--- src/rtl/jtag_uart_port_arbiter.sv ---
// Shares the JTAG-UART Avalon slave between continuous RX polling and a
// FIFO-buffered TX path, with a cached write-space count to limit control reads.
//
// state        | meaning
// ST_IDLE      | no request; arbitrate RX vs TX for the next transaction
// ST_RX_READ   | read data register (addr 0), capture byte when RVALID
// ST_CTRL_READ | read control register (addr 1) to refresh cached WSPACE
// ST_TX_WRITE  | write FIFO head to data register, pop on completion
module jtag_uart_port_arbiter #(
  parameter int TX_FIFO_AW = 4
) (
  input  logic        iCLK,
  input  logic        iRST,
  output logic        oJTAG_SLAVE_ADDR,
  output logic        oJTAG_SLAVE_RDREQ,
  input  logic [31:0] iJTAG_SLAVE_RDDATA,
  output logic        oJTAG_SLAVE_WRREQ,
  output logic [31:0] oJTAG_SLAVE_WRDATA,
  input  logic        iJTAG_SLAVE_WAIT,
  output logic [7:0]  oRX_DATA,
  output logic        oRX_VALID,
  input  logic [7:0]  iTX_DATA,
  input  logic        iTX_WRREQ,
  output logic        oTX_FULL,
  output logic        oTX_OVERFLOW
);

  localparam int DEPTH = 1 << TX_FIFO_AW;
  localparam logic GRANT_RX = 1'b0;
  localparam logic GRANT_TX = 1'b1;

  typedef enum logic [1:0] {
    ST_IDLE,
    ST_RX_READ,
    ST_CTRL_READ,
    ST_TX_WRITE
  } state_t;

  state_t state, stateNext;
  logic                  lastGrant;
  logic [15:0]           wspace;
  logic [7:0]            txMem [DEPTH];
  logic [TX_FIFO_AW-1:0] wrPtr, rdPtr;
  logic [TX_FIFO_AW:0]   txCount;
  logic                  txPush, txPop, txReq, busDone;
  logic                  unusedRdBits;

  assign unusedRdBits = ^iJTAG_SLAVE_RDDATA[14:8];
  assign busDone = !iJTAG_SLAVE_WAIT;
  assign txReq   = (txCount != '0);
  // Count never exceeds DEPTH, so its MSB alone marks full.
  assign oTX_FULL = txCount[TX_FIFO_AW];
  assign txPush   = iTX_WRREQ && !oTX_FULL;
  assign txPop    = (state == ST_TX_WRITE) && busDone;

  always_ff @(posedge iCLK or posedge iRST) begin
    if (iRST) state <= ST_IDLE;
    else      state <= stateNext;
  end

  always_comb begin
    stateNext          = state;
    oJTAG_SLAVE_ADDR   = 1'b0;
    oJTAG_SLAVE_RDREQ  = 1'b0;
    oJTAG_SLAVE_WRREQ  = 1'b0;
    oJTAG_SLAVE_WRDATA = '0;
    case (state)
      ST_IDLE: begin
        if (txReq && lastGrant == GRANT_RX)
          stateNext = (wspace != '0) ? ST_TX_WRITE : ST_CTRL_READ;
        else
          stateNext = ST_RX_READ;
      end
      ST_RX_READ: begin
        oJTAG_SLAVE_RDREQ = 1'b1;
        if (busDone) stateNext = ST_IDLE;
      end
      ST_CTRL_READ: begin
        oJTAG_SLAVE_ADDR  = 1'b1;
        oJTAG_SLAVE_RDREQ = 1'b1;
        // Zero space yields the bus back to RX so a full host buffer cannot starve it.
        if (busDone)
          stateNext = (iJTAG_SLAVE_RDDATA[31:16] == '0) ? ST_IDLE : ST_TX_WRITE;
      end
      ST_TX_WRITE: begin
        oJTAG_SLAVE_WRREQ  = 1'b1;
        oJTAG_SLAVE_WRDATA = {24'd0, txMem[rdPtr]};
        if (busDone) stateNext = ST_IDLE;
      end
      default: stateNext = ST_IDLE;
    endcase
  end

  always_ff @(posedge iCLK or posedge iRST) begin
    if (iRST) begin
      lastGrant <= GRANT_RX;
      wspace    <= '0;
      oRX_DATA  <= '0;
      oRX_VALID <= 1'b0;
    end else begin
      oRX_VALID <= 1'b0;
      if (busDone) begin
        case (state)
          ST_RX_READ: begin
            oRX_DATA  <= iJTAG_SLAVE_RDDATA[7:0];
            oRX_VALID <= iJTAG_SLAVE_RDDATA[15];
            lastGrant <= GRANT_RX;
          end
          ST_CTRL_READ: begin
            wspace <= iJTAG_SLAVE_RDDATA[31:16];
            if (iJTAG_SLAVE_RDDATA[31:16] == '0) lastGrant <= GRANT_TX;
          end
          ST_TX_WRITE: begin
            wspace    <= wspace - 16'd1;
            lastGrant <= GRANT_TX;
          end
          default: ;
        endcase
      end
    end
  end

  always_ff @(posedge iCLK) begin
    if (txPush) txMem[wrPtr] <= iTX_DATA;
  end

  always_ff @(posedge iCLK or posedge iRST) begin
    if (iRST) begin
      wrPtr        <= '0;
      rdPtr        <= '0;
      txCount      <= '0;
      oTX_OVERFLOW <= 1'b0;
    end else begin
      if (txPush) wrPtr <= wrPtr + 1'b1;
      if (txPop)  rdPtr <= rdPtr + 1'b1;
      case ({txPush, txPop})
        2'b10:   txCount <= txCount + 1'b1;
        2'b01:   txCount <= txCount - 1'b1;
        default: ;
      endcase
      if (iTX_WRREQ && oTX_FULL) oTX_OVERFLOW <= 1'b1;
    end
  end

endmodule

--- config.mk ---
export PLATFORM = sky130hd
export DESIGN_NAME = jtag_uart_port_arbiter
export DESIGN_NICKNAME = d
export VERILOG_FILES = /design/src/rtl/jtag_uart_port_arbiter.sv
export SDC_FILE = /design/constraint.sdc
export NUM_CORES = 1
export LEC_CHECK = 0
export BUFFER_PORTS_ARGS = -buffer_cell sky130_fd_sc_hd__buf_2
export CAP_MARGIN = 20
export CORE_MARGIN = 8
export CORE_UTILIZATION = 53
export CTS_CLUSTER_DIAMETER = 120
export DETAILED_ROUTE_END_ITERATION = 8
export PLACE_DENSITY = 0.81
export SLEW_MARGIN = 20
export SYNTH_ARGS = -nofsm -noshare
export SYNTH_HDL_FRONTEND = slang
export SYNTH_SLANG_ARGS = --single-unit
--- constraint.sdc ---
create_clock -name iCLK -period 2.3 [get_ports iCLK]
set_input_delay 0.345 -clock iCLK [delete_from_list [all_inputs] [get_ports iCLK]]
set_output_delay 0.345 -clock iCLK [all_outputs]
set_load 0.005 [all_outputs]
Word-level counts from Yosys, hierarchy flattened

Memory sizes are Yosys's and may differ from the RTL's.
Index checks and enable logic that the tools add are counted.

Input port bits: 44
RAM bits: 128
Output and inout port bits: 46
Memories: 1
Logic and storage cells: 62
Bits in registers: 42

Memory list:

| name  | words | width | read ports | clocked after memory_dff | wr ports | RTL line | RTL |
|---|---|---|---|---|---|---|---|
| txMem | 16    | 8     | 1          | 0                        | 1        | 42       | `logic [7:0] txMem [DEPTH];` |

Multiplexer cells: 18
Bitwise operators: 2
Add/sub/neg operators: 5
Equal/unequal tests: 8
Reductions and logical operators: 19

Operators by type and width:

| kind                                                                 | count |
|---|---|
| 16-bit case mux with 2 select lines                                  | 1 |
| 16-bit zero test                                                     | 1 |
| 16-bit nonzero test                                                  | 1 |
| 16-bit by 1-bit subtractor with 16-bit output, second input constant | 1 |
| 5-bit case mux with 2 select lines                                   | 1 |
| 1-bit two-way mux                                                    | 9 |
| 4-bit by 1-bit adder with 4-bit output, second input constant        | 2 |
| 2-bit two-way mux                                                    | 4 |
| 8-bit two-way mux                                                    | 1 |
| 2-bit == test, second input constant                                 | 3 |
| 2-bit != test, second input constant                                 | 3 |
| 2-bit case mux with 3 select lines                                   | 1 |
| 2-bit AND reduction                                                  | 3 |
| 5-bit by 1-bit adder with 5-bit output, second input constant        | 1 |
| 5-bit nonzero test                                                   | 1 |
| 5-bit by 1-bit subtractor with 5-bit output, second input constant   | 1 |
| 2-bit by 1-bit == test with 1-bit output, second input constant      | 2 |
| 1-bit logical AND                                                    | 4 |
| 2-bit nonzero test                                                   | 2 |
| 2-bit OR reduction                                                   | 2 |
| 1-bit case mux with 3 select lines                                   | 1 |
| 3-bit AND reduction                                                  | 1 |
| 3-bit nonzero test                                                   | 1 |
| 1-bit zero test                                                      | 2 |
| other kinds (2)                                                      | 3 |

Longest topological paths before layout

Depth after elaboration: 4
Gate-level depth with buffers: 11

Worst setup path after synthesis

No wires, ideal clock.

Path kind: flip-flop to flip-flop
From: reg state[0]
To: reg txCount[4]
Data required time: 2.171 ns
Setup slack: -0.162 ns
Period minus slack after synthesis: 2.462 ns
Stages on the path, launching flop included: 12
Data arrival time: 2.333 ns
Path buffers: 2
Cell sequence: dfrtp_1 -> ha_1 -> nor2b_1 -> clkbuf_1 -> ha_1 -> clkbuf_1 -> xor2_1 -> ha_1 -> o211a_1 -> o31ai_1 -> a31oi_1 -> xor2_1

Longest elaborated chain between the ends: 4
Elaborated cells between the ends (all ways): 6

RTL lines:

| item                                                                      | RTL line | RTL |
|---|---|---|
| from (decl)                                                               | 39       | `state_t state, stateNext;` |
| from (signal assigned)                                                    | 58       | `else state <= stateNext;` |
| 2-bit == test *                                                           | 54       | `assign txPop = (state == ST_TX_WRITE) && busDone;` |
| 1-bit logical AND *                                                       | 54       |  |
| via txPop                                                                 | 45       | `logic txPush, txPop, txReq, busDone;` |
| 2-bit by 1-bit == test with 1-bit output or 2-bit == test (tied branches) | 136      | `case ({txPush, txPop})` |
| 5-bit case mux with 2 select lines or 2-bit nonzero test (tied branches)  | n/a      |  |
| to (signal assigned)                                                      | 137      | `2'b10: txCount <= txCount + 1'b1;` |
| to (signal assigned)                                                      | 138      | `2'b01: txCount <= txCount - 1'b1;` |
| to (decl)                                                                 | 44       | `logic [TX_FIFO_AW:0] txCount;` |

Mark *: on every way through the listed nets, which the timed path passes. The rest lies on a longest branch.
A chain may end at the register's enable or synchronous reset.

Worst setup path in the final report

From: reg rdPtr[0]
To: out oJTAG_SLAVE_WRDATA[1]

Longest elaborated chain between the ends: 2

RTL lines:

| item                   | RTL line | RTL |
|---|---|---|
| from (decl)            | 43       | `logic [TX_FIFO_AW-1:0] wrPtr, rdPtr;` |
| from (signal assigned) | 135      | `if (txPop) rdPtr <= rdPtr + 1'b1;` |
| memory read 16 x 8 bit | n/a      |  |
| 8-bit two-way mux      | 67       | `case (state)` |
| to (decl)              | 18       | `output logic [31:0] oJTAG_SLAVE_WRDATA,` |

Every way passes these cells.

==> results.sh <==
export IMPL_worst_slack_ns=-0.109
export IMPL_yosys_register_bits=170
export IMPL_cp_max_fo=5
export IMPL_die_w_um=136
export IMPL_hold_buffers=0
export IMPL_p_per_area_nw_per_um2=1200
export IMPL_first_iter_violations=306
export IMPL_syn_area_sq_um=7570
export IMPL_r2r_start="state[0]$_DFFE_PP0P_"
export IMPL_wl_per_cell_um=21.1
export IMPL_total_power_mw=10.7
export IMPL_yosysWarnings=0
export IMPL_die_h_um=136
export IMPL_ir_worst_vdd_v=0.000762
export IMPL_vias_per_cell=5.84
export IMPL_post_route_period_util_pct=105
export IMPL_drtPass1Iterations=5
export IMPL_nNetsFinal=634
export IMPL_cap_viol_max_count=0
export IMPL_p_leak_nw=3.26
export IMPL_post_synth_top_area_fraction_pct=50.8
export IMPL_cts_clk_slew_worst_paths_ns=0.06
export IMPL_synth_common_cells="edfxtp_1 (128), dfrtp_1 (42), mux4_2 (32)"
export IMPL_dp_cells=731
export IMPL_crit_required_ns=1.96
export IMPL_clock_sinks=170
export IMPL_min_path_type="in -> async"
export IMPL_finalSetupViolations=8
export IMPL_yosysTopAreaCell="edfxtp_1"
export IMPL_grt_antenna_before_repair=0
export IMPL_rows=43
export IMPL_synth_seq_area_share_pct=64.7
export IMPL_area_growth_pct=16.9
export IMPL_grt_pass1_vias=4644
export IMPL_synth_edf_count=128
export IMPL_cpPeakStageDelay_ns=0.49
export IMPL_final_antenna_net_count=0
export IMPL_drc=0
export IMPL_finalWorstPathRequiredPeriod_ns=2.41
export IMPL_fmax_ghz=0.415
export IMPL_coreArea_sq_um=13900
export IMPL_cp_buffers_inverters=3
export IMPL_rsz0062_at_grt="true"
export IMPL_async_reset_ff_share_pct=24.7
export IMPL_synthFlopType="edfxtp_1"
export IMPL_ys_types=58
export IMPL_grt_usage_pct=17.9
export IMPL_yosysMostFrequentCell="edfxtp_1"
export IMPL_grt_overflow=0
export IMPL_numCtsBuffers=17
export IMPL_vias=4488
export IMPL_insertion_delay_ns=0.43
export IMPL_grt_max_degree=43
export IMPL_rrSetupSlack_ns=0.11
export IMPL_syn_inst=486
export IMPL_initial_core_util_pct=54.3
export IMPL_violations="setup timing"
export IMPL_worstSetupPathType="reg -> out"
export IMPL_crit_path_start_kind="register"
export IMPL_critPathCaptureType="output port"
export IMPL_critPathSlowestCell="mux4_2"
export IMPL_grt_pass1_wl_mm=24.6
export IMPL_worst_pin_slew_ns=0.534
export IMPL_hpwl_mm=10.4
export IMPL_wl_mm=16.2
export IMPL_ys_top_cells_by_area="edfxtp_1 (51%), dfrtp_1 (14%), mux4_2 (9.5%), mux2i_1 (2.4%), buf_4 (2.4%)"
export IMPL_postSynthAreaPerCell_sq_um=15.6
export IMPL_critical_path_arrival_ns=2.06
export IMPL_crit_family="multiplexers"
export IMPL_slew_headroom_pct=64.4
export IMPL_holdWs_ns=0.0472
export IMPL_slew_viol_final=0
export IMPL_worst_clock_skew_ns=0.0135
export IMPL_clock_path_buffers=2
export IMPL_portBuffers=58
export IMPL_die_area_sq_um=18400
export IMPL_hold_viol_final=0
export IMPL_path_cells="buf_4, buf_12, mux4_2, mux2i_1, o22ai_1, buf_2"
export IMPL_outcome="complete, but fails checks"
export IMPL_critical_path_startpoint="rdPtr[0]$_DFFE_PP0P_"
export IMPL_place_congestion=0.830
export IMPL_cts_root_buf="clkbuf_16"
export IMPL_cts_tree="done"
export IMPL_final_instance_count_excl_fill=768
export IMPL_htreeDepth=4
export IMPL_antennaDiodeCount=0
export IMPL_drive_gt1_share_pct=30.1
export IMPL_io_pins=90
[timing repair]
action                                 4_1_cts  5_1_grt
setup buffers                                0        3
cloned                                       0        3
pin swaps                                    0        0
endpoints found under the hold margin        0        0
gates resized for setup                      1        2
setup endpoints to repair                    8       12
[layout by cell type, fill, tap and decap left out, drive strengths merged, types with 4 or more instances in the layout]
cell type	instances
mux2	11
nand2	16
nor3b	8
ha	14
a21oi	19
a2bb2oi	4
clkinv	7
o22ai	11
mux2i	18
clkbuf	20
dfrtp	42
o21ai	11
nor4	7
nand2b	6
conb	24
edfxtp	128
mux4	32
nor2	10
buf	94
nand3	7
nor2b	5
inv	14
or4	5
xor2	4
and2	17
nand4	4
xnor2	7
[power breakdown]
part	switching (mW)	total [mW]	internal, mW
Clock	1.17	2.65	1.49
Combinational	1.79	3.73	1.94
Sequential	0.442	4.27	3.83
Total	3.40	10.7	7.26
[area by class of cell]
cell class	count	area (sq um)
fill	979	5090
sequential	170	4900
multi-input combinational	280	2470
timing repair buffer	96	668
clock buffer	18	429
tap	180	225
clock inverter	13	121
inverter	11	41.3
[final timing paths]
kind	depth (start not counted)	end
max	6	oJTAG_SLAVE_WRDATA[1]
min	3	oRX_DATA[2]$_DFFE_PP0P_
max reg2reg	9	txCount[4]$_DFFE_PP0P_
min reg2reg	1	oTX_OVERFLOW$_DFFE_PP0P_
max in group asynchronous	3	rdPtr[0]$_DFFE_PP0P_
min in group iCLK	2	oRX_VALID$_DFF_PP0_
[worst min-delay path, cell delays in order]
cell and delay [ns]:
buf_2 0.09, inv_1 0.04, buf_4 0.45
[layer usage]
layer | up-vias | part of all wire, % | track usage (%) | wire (um)
met5 | - | 0 | 0 | 0
met2 | 188 | 51 | 28.9 | 8200
met4 | 0 | 2.2 | 8.51 | 348
li1 | 2030 | - | - | -
met1 | 2248 | 41 | 22.2 | 6590
met3 | 22 | 6.5 | 4.60 | 1040
[registers in the layout (all words and copies together) (netlist names), 2 cells and up]
| register | flops |
|---|---|
| oRX_DATA | 8 |
| rdPtr | 4 |
| state | 2 |
| txCount | 5 |
| txMem | 128 |
| wrPtr | 4 |
| wspace | 16 |
[per-stage QoR]
stage	setup slack (ns)	instance area [sq um]	setup TNS (ns)	util, %
2_1_floorplan	0.00366	7670	0	-
3_3_place_gp	0.174	8190	0	58.8
3_5_place_dp	0.0834	8190	0	58.8
4_1_cts	-0.134	8740	-0.759	62.7
5_1_grt	-0.168	8850	-1.21	63.5
6_report	-0.109	8850	-0.626	63.5
[kinds of logic (layout without fill, tap and decap cells)]
kind of cell | Yosys count | after routing | synth area share (%)
buffers and inverters | 59 | 138 | 4.16
DFF | 170 | 170 | 64.7
muxes | 61 | 61 | 13.6
AOI/OAI and AO/OA | 71 | 71 | 6.20
other | 1 | 24 | 0.0495
adders and majority gates | 14 | 14 | 2.31
and+or+nand+nor | 99 | 99 | 7.77
xor gates and xnor gates | 11 | 11 | 1.27
(Power assumes the default switching activity.)
